$ cat src/rtl/sram_bridge_pkg.sv
// Shared constants for the SRAM byte bridge: FSM state encoding, byte-lane
// select values and the controller's nominal per-operation cycle count.
package sram_bridge_pkg;

    localparam logic [2:0] ST_IDLE     = 3'd0;
    localparam logic [2:0] ST_RD_ISSUE = 3'd1;
    localparam logic [2:0] ST_RD_WAIT  = 3'd2;
    localparam logic [2:0] ST_WR_ISSUE = 3'd3;
    localparam logic [2:0] ST_WR_WAIT  = 3'd4;
    localparam logic [2:0] ST_ACK      = 3'd5;

    localparam logic LANE_LO = 1'b0;
    localparam logic LANE_HI = 1'b1;

    // Cycles the SRAM controller needs per operation (strobe + busy cycles).
    localparam int CTRL_OP_CYCLES = 3;

endpackage

$ cat src/rtl/sram_byte_lane.sv
// Combinational byte-lane helper: extracts the selected byte from a 16-bit
// word and produces the word with that lane replaced by a new byte.
module sram_byte_lane
    import sram_bridge_pkg::*;
(
    input  logic [15:0] i_word,
    input  logic [7:0]  i_byte,
    input  logic        i_lane,
    output logic [7:0]  o_byte,
    output logic [15:0] o_word
);

    // Lane 0 is the low byte, lane 1 the high byte.
    always_comb begin
        o_byte = (i_lane == LANE_HI) ? i_word[15:8] : i_word[7:0];
        o_word = i_word;
        if (i_lane == LANE_LO) o_word[7:0]  = i_byte;
        else                   o_word[15:8] = i_byte;
    end

endmodule

$ cat src/rtl/sram_byte_bridge.sv
// Byte-to-word bridge between the 6502 bus glue and the 16-bit SRAM
// controller. Reads return the addressed lane; writes are read-modify-write
// because the controller has no byte enables.
// Optional feature: define SRAM_BRIDGE_READ_CACHE_EN to add a one-word cache
// that short-cuts read hits and skips the read phase of write hits.
module sram_byte_bridge
    import sram_bridge_pkg::*;
#(
    parameter int ADDR_W = 18
) (
    input  logic              clk,
    input  logic              reset_n,
    input  logic              cpu_req,
    input  logic              cpu_we,
    input  logic [ADDR_W:0]   cpu_addr,
    input  logic [7:0]        cpu_wdata,
    output logic [7:0]        cpu_rdata,
    output logic              cpu_ack,
    output logic              cpu_busy,
    output logic              mem_read,
    output logic              mem_write,
    output logic [ADDR_W-1:0] mem_address,
    output logic [15:0]       mem_data_write,
    input  logic [15:0]       mem_data_read,
    input  logic              mem_ready
);

    logic [2:0]      r_state;
    logic            r_seen_low;
    logic [ADDR_W:0] r_addr;
    logic            r_we;
    logic [7:0]      r_wdata;
    logic [15:0]     r_wword;
    logic [7:0]      r_rdata;

    logic            w_wait_st;
    logic            w_done;
    logic [15:0]     w_ln_word;
    logic [7:0]      w_ln_byte;
    logic            w_ln_sel;
    logic [7:0]      w_ln_out;
    logic [15:0]     w_ln_merged;

`ifdef SRAM_BRIDGE_READ_CACHE_EN
    logic              r_cv;
    logic [ADDR_W-1:0] r_ctag;
    logic [15:0]       r_cdata;
    logic              w_idle;
    logic              w_hit;

    // In IDLE the lane unit works on the cached word and the incoming request;
    // otherwise on the word returned by the controller and the captured request.
    assign w_idle    = (r_state == ST_IDLE);
    assign w_hit     = r_cv && (r_ctag == cpu_addr[ADDR_W:1]);
    assign w_ln_word = w_idle ? r_cdata     : mem_data_read;
    assign w_ln_byte = w_idle ? cpu_wdata   : r_wdata;
    assign w_ln_sel  = w_idle ? cpu_addr[0] : r_addr[0];
`else
    assign w_ln_word = mem_data_read;
    assign w_ln_byte = r_wdata;
    assign w_ln_sel  = r_addr[0];
`endif

    sram_byte_lane u_lane (
        .i_word (w_ln_word),
        .i_byte (w_ln_byte),
        .i_lane (w_ln_sel),
        .o_byte (w_ln_out),
        .o_word (w_ln_merged)
    );

    // A wait state completes only on ready returning high after being seen low,
    // so the ready level left over from the issue cycle is never mistaken for done.
    assign w_wait_st = (r_state == ST_RD_WAIT) || (r_state == ST_WR_WAIT);
    assign w_done    = w_wait_st && r_seen_low && mem_ready;

    // Strobes fire only in the issue cycle where the controller is ready.
    assign mem_read       = (r_state == ST_RD_ISSUE) && mem_ready;
    assign mem_write      = (r_state == ST_WR_ISSUE) && mem_ready;
    assign mem_address    = r_addr[ADDR_W:1];
    assign mem_data_write = r_wword;
    assign cpu_rdata      = r_rdata;
    assign cpu_ack        = (r_state == ST_ACK);
    assign cpu_busy       = (r_state != ST_IDLE);

    // Track whether mem_ready has dropped since entering the current wait state.
    always_ff @(posedge clk or negedge reset_n) begin
        if (!reset_n)        r_seen_low <= 1'b0;
        else if (!w_wait_st) r_seen_low <= 1'b0;
        else if (w_done)     r_seen_low <= 1'b0;
        else if (!mem_ready) r_seen_low <= 1'b1;
    end

    // Main FSM with request capture, read-data/merge registers and optional cache.
    always_ff @(posedge clk or negedge reset_n) begin
        if (!reset_n) begin
            r_state <= ST_IDLE;
            r_addr  <= '0;
            r_we    <= 1'b0;
            r_wdata <= '0;
            r_wword <= '0;
            r_rdata <= '0;
`ifdef SRAM_BRIDGE_READ_CACHE_EN
            r_cv    <= 1'b0;
            r_ctag  <= '0;
            r_cdata <= '0;
`endif
        end else begin
            case (r_state)
                ST_IDLE: begin
                    if (cpu_req) begin
                        r_addr  <= cpu_addr;
                        r_we    <= cpu_we;
                        r_wdata <= cpu_wdata;
`ifdef SRAM_BRIDGE_READ_CACHE_EN
                        if (w_hit && !cpu_we) begin
                            r_rdata <= w_ln_out;
                            r_state <= ST_ACK;
                        end else if (w_hit) begin
                            r_wword <= w_ln_merged;
                            r_cdata <= w_ln_merged;
                            r_state <= ST_WR_ISSUE;
                        end else begin
                            r_state <= ST_RD_ISSUE;
                        end
`else
                        r_state <= ST_RD_ISSUE;
`endif
                    end
                end
                ST_RD_ISSUE: if (mem_ready) r_state <= ST_RD_WAIT;
                ST_RD_WAIT: begin
                    if (w_done) begin
                        if (r_we) begin
                            r_wword <= w_ln_merged;
                            r_state <= ST_WR_ISSUE;
                        end else begin
                            r_rdata <= w_ln_out;
                            r_state <= ST_ACK;
                        end
`ifdef SRAM_BRIDGE_READ_CACHE_EN
                        r_cv    <= 1'b1;
                        r_ctag  <= r_addr[ADDR_W:1];
                        r_cdata <= r_we ? w_ln_merged : mem_data_read;
`endif
                    end
                end
                ST_WR_ISSUE: if (mem_ready) r_state <= ST_WR_WAIT;
                ST_WR_WAIT:  if (w_done)    r_state <= ST_ACK;
                ST_ACK:      r_state <= ST_IDLE;
                default:     r_state <= ST_IDLE;
            endcase
        end
    end

endmodule
$ cat config.mk
export PLATFORM = sky130hd
export DESIGN_NAME = sram_byte_bridge
export DESIGN_NICKNAME = d
export VERILOG_FILES = /design/src/rtl/sram_bridge_pkg.sv /design/src/rtl/sram_byte_lane.sv /design/src/rtl/sram_byte_bridge.sv
export SDC_FILE = /design/constraint.sdc
export NUM_CORES = 1
export LEC_CHECK = 0
export CAP_MARGIN = 0
export CORE_MARGIN = 5
export CORE_UTILIZATION = 25
export CTS_CLUSTER_SIZE = 25
export DETAILED_ROUTE_END_ITERATION = 12
export HOLD_SLACK_MARGIN = 0.06
export PLACE_DENSITY = 0.48
export SETUP_SLACK_MARGIN = 0.15
export SKIP_CTS_REPAIR_TIMING = 1
export SLEW_MARGIN = 20
export SYNTH_ARGS = -nofsm -noshare
export SYNTH_HDL_FRONTEND = slang
export SYNTH_SLANG_ARGS = --single-unit
export TNS_END_PERCENT = 100
$ cat constraint.sdc
create_clock -name clk -period 2.4 [get_ports clk]
set_clock_uncertainty 0.1 [all_clocks]
set_input_delay 0.36 -clock clk [delete_from_list [all_inputs] [get_ports clk]]
set_output_delay 0.36 -clock clk [all_outputs]
set_load 0.02 [all_outputs]
==> results.sh, run 1 <==
export IMPL_hp_class="register to register"
export IMPL_critPathTopFamily="buffers and inverters"
export IMPL_design_portCount=94
export IMPL_critPathCaptureType="primary output"
export IMPL_fmax_mhz=515
export IMPL_num_nets_final=343
export IMPL_core_area_mm2=0.00968
export IMPL_area_delta_synth_final_pct=49.4
export IMPL_cp_max_fo=3
export IMPL_rsz0062_at_grt="no"
export IMPL_cts_num_sinks=56
export IMPL_layout_commonest_cell="clkdlybuf4s50_1"
export IMPL_cts_tree="done"
export IMPL_die_area_mm2=0.0119
export IMPL_maxSlewViolCount=0
export IMPL_rr_startpoint="r_state[0]"
export IMPL_ir_drop_uv=390
export IMPL_ys_ff_latch=56
export IMPL_drtAntennaViolNets=0
export IMPL_finalSetupViolations=0
export IMPL_synth_yosys_seq_area_share_pct=57.0
export IMPL_antenna_found_initial=0
export IMPL_synthCells=198
export IMPL_comb_power_share_pct=47.6
export IMPL_crit_buf_inv=2
export IMPL_leakage_nw=1.62
export IMPL_drcViolationCount=0
export IMPL_synth_avg_cell_area_um2=12.4
export IMPL_critical_path_slowest_cell="clkdlybuf4s50_1"
export IMPL_vias=1790
export IMPL_die_x_um=109
export IMPL_clockBufferDepth=2
export IMPL_pwr_share_seq_pct=38.1
export IMPL_insertion_delay_ns=0.30
export IMPL_p_clk_share_pct=14.2
export IMPL_finalHoldViolCount=0
export IMPL_hpwl_um=4530
export IMPL_antenna_cells=0
export IMPL_switching_share_pct=34.9
export IMPL_routed_wl_um=5880
export IMPL_avgRoutedWirePerCell_um=13.7
export IMPL_place_gp_congestion=0.721
export IMPL_drive_gt1_share_pct=16.9
export IMPL_synthesis_area_mm2=0.00246
export IMPL_max_slew_margin_rel_pct=63.7
export IMPL_worstSetupPathType="primary input to primary output"
export IMPL_syn_nets=246
export IMPL_drt_pass1_iterations=4
export IMPL_vias_per_cell=4.17
export IMPL_io_buffers=93
export IMPL_tns_ns=0
export IMPL_start_util_pct=25.4
export IMPL_reg2reg_slack_ns=0.49
export IMPL_track_usage_pct=10.2
export IMPL_critPathLaunchType="primary input"
export IMPL_ys_types=25
export IMPL_cp_data_arrival_time_ns=1.48
export IMPL_tightestPinTransition_ns=0.545
export IMPL_ys_warn_count=0
export IMPL_period_needed_ns=1.94
export IMPL_clk_pin_slew_ns=0.10
export IMPL_rr_endpoint="r_state[0]"
export IMPL_reg2reg_depth=5
export IMPL_intPower_w=0.00278
export IMPL_critical_path_required_ns=1.94
export IMPL_powerDensity_mw_per_mm2=1160
export IMPL_numCtsBuffers=5
export IMPL_num_fill_cells=987
export IMPL_cts_root_buf="clkbuf_8"
export IMPL_timing_final_crit_share_pct=80.8
export IMPL_worstHoldStart="cpu_rdata[1]"
export IMPL_rows=36
export IMPL_power_w=0.00427
export IMPL_drv_cap=0
export IMPL_grt_pass1_vias=1826
export IMPL_grt_pass1_wl_um=9470
export IMPL_hold_end="cpu_rdata[1]"
export IMPL_cpPeakStageDelay_ns=0.47
export IMPL_grt_start_max_net_pins=23
export IMPL_grt_overflow=0
export IMPL_status="complete, no violations"
export IMPL_final_cell_mix="88 x clkdlybuf4s50_1, 53 x dfrtp_1, 28 x nand2_1"
export IMPL_final_core_util_pct=37.9
export IMPL_p_sw_w=0.00149
export IMPL_htreeDepth=2
export IMPL_path_cells="clkdlybuf4s50_1, nor2b_1, and3b_1, dlymetal6s2s_1"
export IMPL_die_y_um=109
export IMPL_drt_iter0_drc=46
export IMPL_hold_depth=2
## area by class of cell
| type | count | area [um2] | share of cell area, % |
|---|---|---|---|
| inverters | 3 | 11.3 | 0.307 |
| clock buffers | 6 | 72.6 | 1.98 |
| multi-input cells | 126 | 956 | 26.0 |
| flip-flops and latches | 56 | 1410 | 38.3 |
| repair buffers | 103 | 1030 | 27.9 |
| clock inverters | 2 | 35.0 | 0.954 |
| well taps | 133 | 166 | 4.53 |
## flip-flops by register name, summed over array words and instances, names as in the netlist
signal          flops
cpu_rdata           8
mem_data_write     16
r_addr             19
r_seen_low          1
r_state             3
r_wdata             8
r_we                1
## Yosys cell counts
cell type   n  area share [%]
mux2_4      8             4.9
clkbuf_1    5            0.76
and3_1      1            0.25
mux2_2     20             9.2
dfrtp_1    56              57
inv_1       3            0.46
buf_12      1            0.81
buf_6       2            0.92
buf_2       4            0.81
and3b_1     1            0.36
or3_4       1            0.46
nor2_4      1            0.46
nor3b_1     2            0.61
o32ai_1     1            0.36
a21oi_1     3            0.61
nor3_1      2            0.41
nand2_1    28             4.3
nor2b_1     1            0.25
mux2i_1    24             9.8
xnor2_1     1            0.36
nor2_1      2            0.31
nand4_1     2            0.51
a211o_1     1            0.36
buf_4       1            0.31
o21ai_0    27             5.5
## worst max path at each step
stage | startpoint | to | slack (ns) | cells after the start
after floorplan | r_state[2] | r_addr[12] | 0.63 | 6
after global placement | mem_ready | mem_read | 0.11 | 4
after detailed placement | mem_ready | mem_read | 0.07 | 4
after CTS | mem_ready | mem_read | 0.06 | 4
after global routing | mem_ready | mem_read | 0.33 | 4
final | mem_ready | mem_read | 0.46 | 4
## routing by layer
| metal | share of wire (%) | GRT usage, % | vias to the layer above |
|---|---|---|---|
| met5 | 0 | 0 | - |
| met4 | 1.5 | 3.79 | 0 |
| met3 | 6.9 | 2.66 | 6 |
| met2 | 47 | 15.4 | 51 |
| met1 | 44 | 14.0 | 853 |
| li1 | - | - | 880 |
## per-stage QoR
stage | instances | hold slack (ns) | instance area [um2] | worst slack (ns)
after global placement | 420 | 0.222 | 3540 | 0.110
after global routing | 429 | 0.418 | 3670 | 0.332
after floorplan | 198 | -0.0356 | 2460 | 0.631
after detailed placement | 420 | 0.222 | 3540 | 0.0682
final | 429 | 0.384 | 3670 | 0.460
after CTS | 428 | -0.123 | 3650 | 0.0587
## tightest hold or removal path: stages (launching register included)
cell     delay [ns]
dfrtp_1        0.35
nand2_1        0.04
o21ai_0        0.06
## logic make-up (layout without fill, tap and decap cells)
kind of cell / Yosys count / count (layout) / synth area share (%)
XOR/XNOR: 1 / 1 / 0.356
AO/OA/AOI/OAI: 32 / 32 / 6.82
AND/OR/NAND/NOR: 41 / 41 / 7.89
buffers and inverters: 16 / 114 / 4.07
flip-flops: 56 / 56 / 57.0
multiplexers: 52 / 52 / 23.8
## power groups by stage
stage | Clock (W) | Combinational (W) | Sequential (W)
6_report | 0.000608 | 0.00203 | 0.00163
5_1_grt | 0.000670 | 0.00220 | 0.00170
4_1_cts | 0.000646 | 0.00208 | 0.00163
3_5_place_dp | 0 | 0.00207 | 0.00165
3_3_place_gp | 0 | 0.00206 | 0.00164
2_1_floorplan | 0 | 0.00101 | 0.00187
(Power assumes the default switching activity.)
==> run 2: changes to the inputs <==
--- a/config.mk
+++ b/config.mk
@@ -11,7 +11,7 @@
 export CTS_CLUSTER_SIZE = 25
 export DETAILED_ROUTE_END_ITERATION = 12
 export HOLD_SLACK_MARGIN = 0.06
-export PLACE_DENSITY = 0.48
+export PLACE_DENSITY = 0.49
 export SETUP_SLACK_MARGIN = 0.15
 export SKIP_CTS_REPAIR_TIMING = 1
 export SLEW_MARGIN = 20
==> constraint.sdc (replaced) <==
create_clock -name clk -period 1.6 [get_ports clk]
set_clock_uncertainty 0.1 [all_clocks]
set_input_delay 0.24 -clock clk [delete_from_list [all_inputs] [get_ports clk]]
set_output_delay 0.24 -clock clk [all_outputs]
set_load 0.02 [all_outputs]
==> results.sh, run 2 (synthesis results as in run 1) <==
export IMPL_status="finished, violations left"
export IMPL_violations="setup timing"
export IMPL_antenna_cells=0
export IMPL_maxSlewViolCount=0
export IMPL_drv_cap=0
export IMPL_drt_iter0_drc=32
export IMPL_critPathLaunchType="register"
export IMPL_clockBufferDepth=2
export IMPL_drt_pass1_iterations=4
export IMPL_htreeDepth=2
export IMPL_clk_pin_slew_ns=0.11
export IMPL_numCtsBuffers=5
export IMPL_grt_overflow=0
export IMPL_cts_num_sinks=56
export IMPL_routed_wl_um=6420
export IMPL_drive_gt1_share_pct=23.0
export IMPL_design_portCount=94
export IMPL_hp_class="primary input to async pin"
export IMPL_place_gp_congestion=0.722
export IMPL_antenna_found_initial=0
export IMPL_core_area_mm2=0.00968
export IMPL_vias=1864
export IMPL_finalHoldViolCount=0
export IMPL_io_buffers=93
export IMPL_layout_commonest_cell="dfrtp_1"
export IMPL_drcViolationCount=0
export IMPL_worstSetupPathType="register to register"
export IMPL_finalSetupViolations=45
export IMPL_critical_path_required_ns=1.70
export IMPL_track_usage_pct=10.5
export IMPL_avgRoutedWirePerCell_um=14.4
export IMPL_fmax_mhz=574
export IMPL_final_cell_mix="55 x dfrtp_1, 46 x clkdlybuf4s50_1, 43 x dlymetal6s2s_1"
export IMPL_cp_max_fo=21
export IMPL_cts_root_buf="clkbuf_8"
export IMPL_die_area_mm2=0.0119
export IMPL_tns_ns=-3.84
export IMPL_cts_tree="done"
export IMPL_leakage_nw=2.33
export IMPL_die_x_um=109
export IMPL_max_slew_margin_rel_pct=78.2
export IMPL_num_nets_final=360
export IMPL_final_core_util_pct=41.7
export IMPL_hpwl_um=4390
export IMPL_powerDensity_mw_per_mm2=1670
export IMPL_tightestPinTransition_ns=0.326
export IMPL_rsz0062_at_grt="yes"
export IMPL_period_needed_ns=1.74
export IMPL_critPathCaptureType="register"
export IMPL_rows=36
export IMPL_grt_pass1_wl_um=9730
export IMPL_grt_start_max_net_pins=57
export IMPL_vias_per_cell=4.18
export IMPL_ir_drop_uv=547
export IMPL_cp_data_arrival_time_ns=1.85
export IMPL_largest_reg_flops=19
export IMPL_timing_final_crit_share_pct=109
export IMPL_grt_pass1_vias=1940
export IMPL_setup_ws_ns=-0.143
export IMPL_die_y_um=109
export IMPL_insertion_delay_ns=0.30
export IMPL_regMostFlops="r_addr"
export IMPL_start_util_pct=25.4
export IMPL_area_delta_synth_final_pct=64.2
export IMPL_drtAntennaViolNets=0
[run 2: cell types whose count changed in the layout (fill, tap and decap cells not counted), sizes merged]
cell / delta
clkinv: +1
clkbuf: +1
buf: +18
clkdlybuf4s50: -42
dlymetal6s2s: +39
[run 2: area by class of cell]
type | instances | area, um2
timing repair buffer | 120 | 1350
sequential | 56 | 1400
inverter | 3 | 11.3
fill | 970 | 5650
multi-input combinational | 126 | 990
clock inverter | 3 | 47.5
clock buffer | 5 | 68.8
tap | 133 | 166
[run 2: final timing paths]
path                       cells past startpoint  slack [ns]      endpoint          from
setup / recovery                               4       -0.14     r_addr[8]    r_state[2]
hold / removal                                 3        0.34     r_addr[1]       reset_n
setup reg to reg                               4       -0.14     r_addr[8]    r_state[2]
hold reg to reg                                2        0.39  cpu_rdata[3]  cpu_rdata[3]
max in group asynchronous                      3        0.78  cpu_rdata[2]       reset_n
min in group clk                               2        0.39  cpu_rdata[3]  cpu_rdata[3]
[run 2: per-layer routing]
metal,global-route usage [%],wire [um],share of wire (%)
met5,0,0,0
met4,3.25,54,0.84
met3,2.13,307,4.8
met2,17.6,3330,52
met1,13.5,2730,42
[run 2: worst max-delay path: stages, from the launching register on]
cell     delay, ns
dfrtp_2       0.46
or3_4         0.35
nor2_4        0.16
buf_12        0.20
mux2_2        0.35
[run 2: metrics by stage]
step,hold WS [ns],std cells,setup slack [ns],area [um2],total power (W)
after global placement,0.169,428,-0.421,3630,0.00577
after CTS,-0.173,436,-0.530,3750,0.00679
after floorplan,-0.156,198,-0.169,2480,0.00434
final,0.338,446,-0.143,4040,0.00675
after global routing,0.398,446,-0.204,4040,0.00723
after detailed placement,0.172,428,-0.442,3630,0.00581
[run 2: power by group]
| group | switching (W) | total [W] | internal, W |
|---|---|---|---|
| Clock | 0.000484 | 0.000956 | 0.000473 |
| Combinational | 0.00155 | 0.00347 | 0.00192 |
| Sequential | 0.000329 | 0.00232 | 0.00199 |
==> run 3: changes to the inputs <==
--- a/config.mk
+++ b/config.mk
@@ -6,7 +6,7 @@
 export NUM_CORES = 1
 export LEC_CHECK = 0
 export CAP_MARGIN = 0
-export CORE_MARGIN = 5
+export CORE_MARGIN = 2
 export CORE_UTILIZATION = 25
 export CTS_CLUSTER_SIZE = 25
 export DETAILED_ROUTE_END_ITERATION = 12
==> results.sh, run 3 (synthesis results as in run 1) <==
export IMPL_status="finished, violations left"
export IMPL_violations="setup timing"
export IMPL_cts_num_sinks=56
export IMPL_place_gp_congestion=0.811
export IMPL_grt_start_max_net_pins=57
export IMPL_finalHoldViolCount=0
export IMPL_pwr_share_seq_pct=34.2
export IMPL_dpl_cell_count=428
export IMPL_drive_gt1_share_pct=21.6
export IMPL_final_area_mm2=0.00404
export IMPL_hp_class="primary input to async pin"
export IMPL_area_delta_synth_final_pct=64.5
export IMPL_largest_reg_flops=19
export IMPL_critical_path_slowest_cell="or3_4"
export IMPL_die_area_mm2=0.0106
export IMPL_leakage_nw=2.35
export IMPL_htreeDepth=2
export IMPL_num_nets_final=357
export IMPL_layout_cells_non_filler=443
export IMPL_rows=36
export IMPL_post_place_ws_ns=-0.435
export IMPL_p_sw_w=0.00239
export IMPL_ir_drop_uv=851
export IMPL_path_cells="or3_4, nor2_4, buf_12, clkbuf_16, mux2_4"
export IMPL_critical_path_required_ns=1.70
export IMPL_io_buffers=93
export IMPL_seq_area_mm2=0.00140
export IMPL_placed_cell_area_mm2=0.00363
export IMPL_drcViolationCount=0
export IMPL_avgRoutedWirePerCell_um=14.1
export IMPL_design_portCount=94
export IMPL_grt_pass1_vias=1794
export IMPL_final_cell_mix="55 x dfrtp_1, 46 x clkdlybuf4s50_1, 43 x dlymetal6s2s_1"
export IMPL_rsz0062_at_grt="yes"
export IMPL_vias=1876
export IMPL_worstSetupPathType="register to register"
export IMPL_critPathCaptureType="register"
export IMPL_switching_share_pct=35.1
export IMPL_drt_pass1_iterations=4
export IMPL_final_core_util_pct=41.9
export IMPL_regMostFlops="r_addr"
export IMPL_setup_ws_ns=-0.139
export IMPL_reg2reg_depth=5
export IMPL_critPathLaunchType="register"
export IMPL_num_fill_cells=966
export IMPL_vias_per_cell=4.23
export IMPL_period_needed_ns=1.74
export IMPL_comb_power_share_pct=54.4
export IMPL_clk_pin_slew_ns=0.11
export IMPL_cpPeakStageDelay_ns=0.40
export IMPL_insertion_delay_ns=0.31
export IMPL_grt_overflow=0
export IMPL_finalSetupViolations=29
export IMPL_track_usage_pct=11.0
export IMPL_drv_cap=0
export IMPL_core_area_mm2=0.00964
export IMPL_antenna_cells=0
export IMPL_routed_wl_um=6230
export IMPL_cp_max_fo=7
export IMPL_layout_commonest_cell="dfrtp_1"
export IMPL_powerDensity_mw_per_mm2=1680
export IMPL_cp_data_arrival_time_ns=1.83
export IMPL_fmax_mhz=575
export IMPL_die_y_um=103
export IMPL_cts_root_buf="clkbuf_8"
export IMPL_antenna_found_initial=0
export IMPL_tightestPinTransition_ns=0.320
export IMPL_cts_tree="done"
export IMPL_intPower_w=0.00440
export IMPL_start_util_pct=25.5
export IMPL_numCtsBuffers=5
export IMPL_clockBufferDepth=2
export IMPL_max_slew_margin_rel_pct=78.7
export IMPL_timing_final_crit_share_pct=109
export IMPL_drtAntennaViolNets=0
export IMPL_die_x_um=103
export IMPL_maxSlewViolCount=0
export IMPL_p_clk_share_pct=11.4
export IMPL_multiInputGateArea_mm2=0.00105
export IMPL_grt_pass1_wl_um=9070
export IMPL_drt_iter0_drc=42
export IMPL_hpwl_um=4060
-- run 3: cell count changes in the layout (fill, tap and decap cells not counted), sizes merged --
cell    delta
bufinv     -1
buf        -5
clkbuf     +4
clkinv     -1
-- run 3: through the flow --
step                hold WS, ns  power [W]  TNS [ns]
finish                    0.355    0.00679     -3.50
global route              0.379    0.00727     -5.90
CTS                      -0.168    0.00657     -7.75
detailed placement        0.173    0.00576     -4.31
global placement          0.176    0.00572     -4.85
floorplan                -0.156    0.00434     -2.99
-- run 3: final timing paths --
path | startpoint | endpoint | slack, ns
setup / recovery | r_state[1] | r_addr[9] | -0.14
hold / removal | reset_n | mem_data_write[5] | 0.35
setup reg to reg | r_state[1] | r_addr[9] | -0.14
hold reg to reg | mem_data_write[6] | mem_data_write[6] | 0.38
max in group asynchronous | reset_n | r_state[2] | 0.75
min in group clk | mem_data_write[6] | mem_data_write[6] | 0.38
-- run 3: power groups by stage --
stage	Clock (W)	Sequential (W)	Combinational [W]
5_1_grt	0.000887	0.00241	0.00397
2_1_floorplan	0	0.00280	0.00154
3_5_place_dp	0	0.00236	0.00339
6_report	0.000776	0.00232	0.00369
3_3_place_gp	0	0.00235	0.00337
4_1_cts	0.000829	0.00233	0.00340
-- run 3: area by class of cell --
class	count	area share (%)
clock buffer	7	1.89
clock inverter	1	0.217
inverter	3	0.279
multi-input combinational	126	26.0
sequential	56	34.7
tap	133	4.12
timing repair buffer	117	32.8
-- run 3: worst max-delay path: cells and delay by family, from the launching register on --
kind | cells | cell delay [ns]
buffers and inverters | 2 | 0.31
flip-flops | 1 | 0.39
multiplexers | 1 | 0.29
AND/OR/NAND/NOR | 2 | 0.53
-- run 3: routing by layer --
layer	GRT usage [%]	wire, um	vias to the layer above
met4	2.43	51	0
met1	14.8	2950	911
met2	17.5	2890	52
li1	-	-	908
met5	0	0	-
met3	3.12	346	5
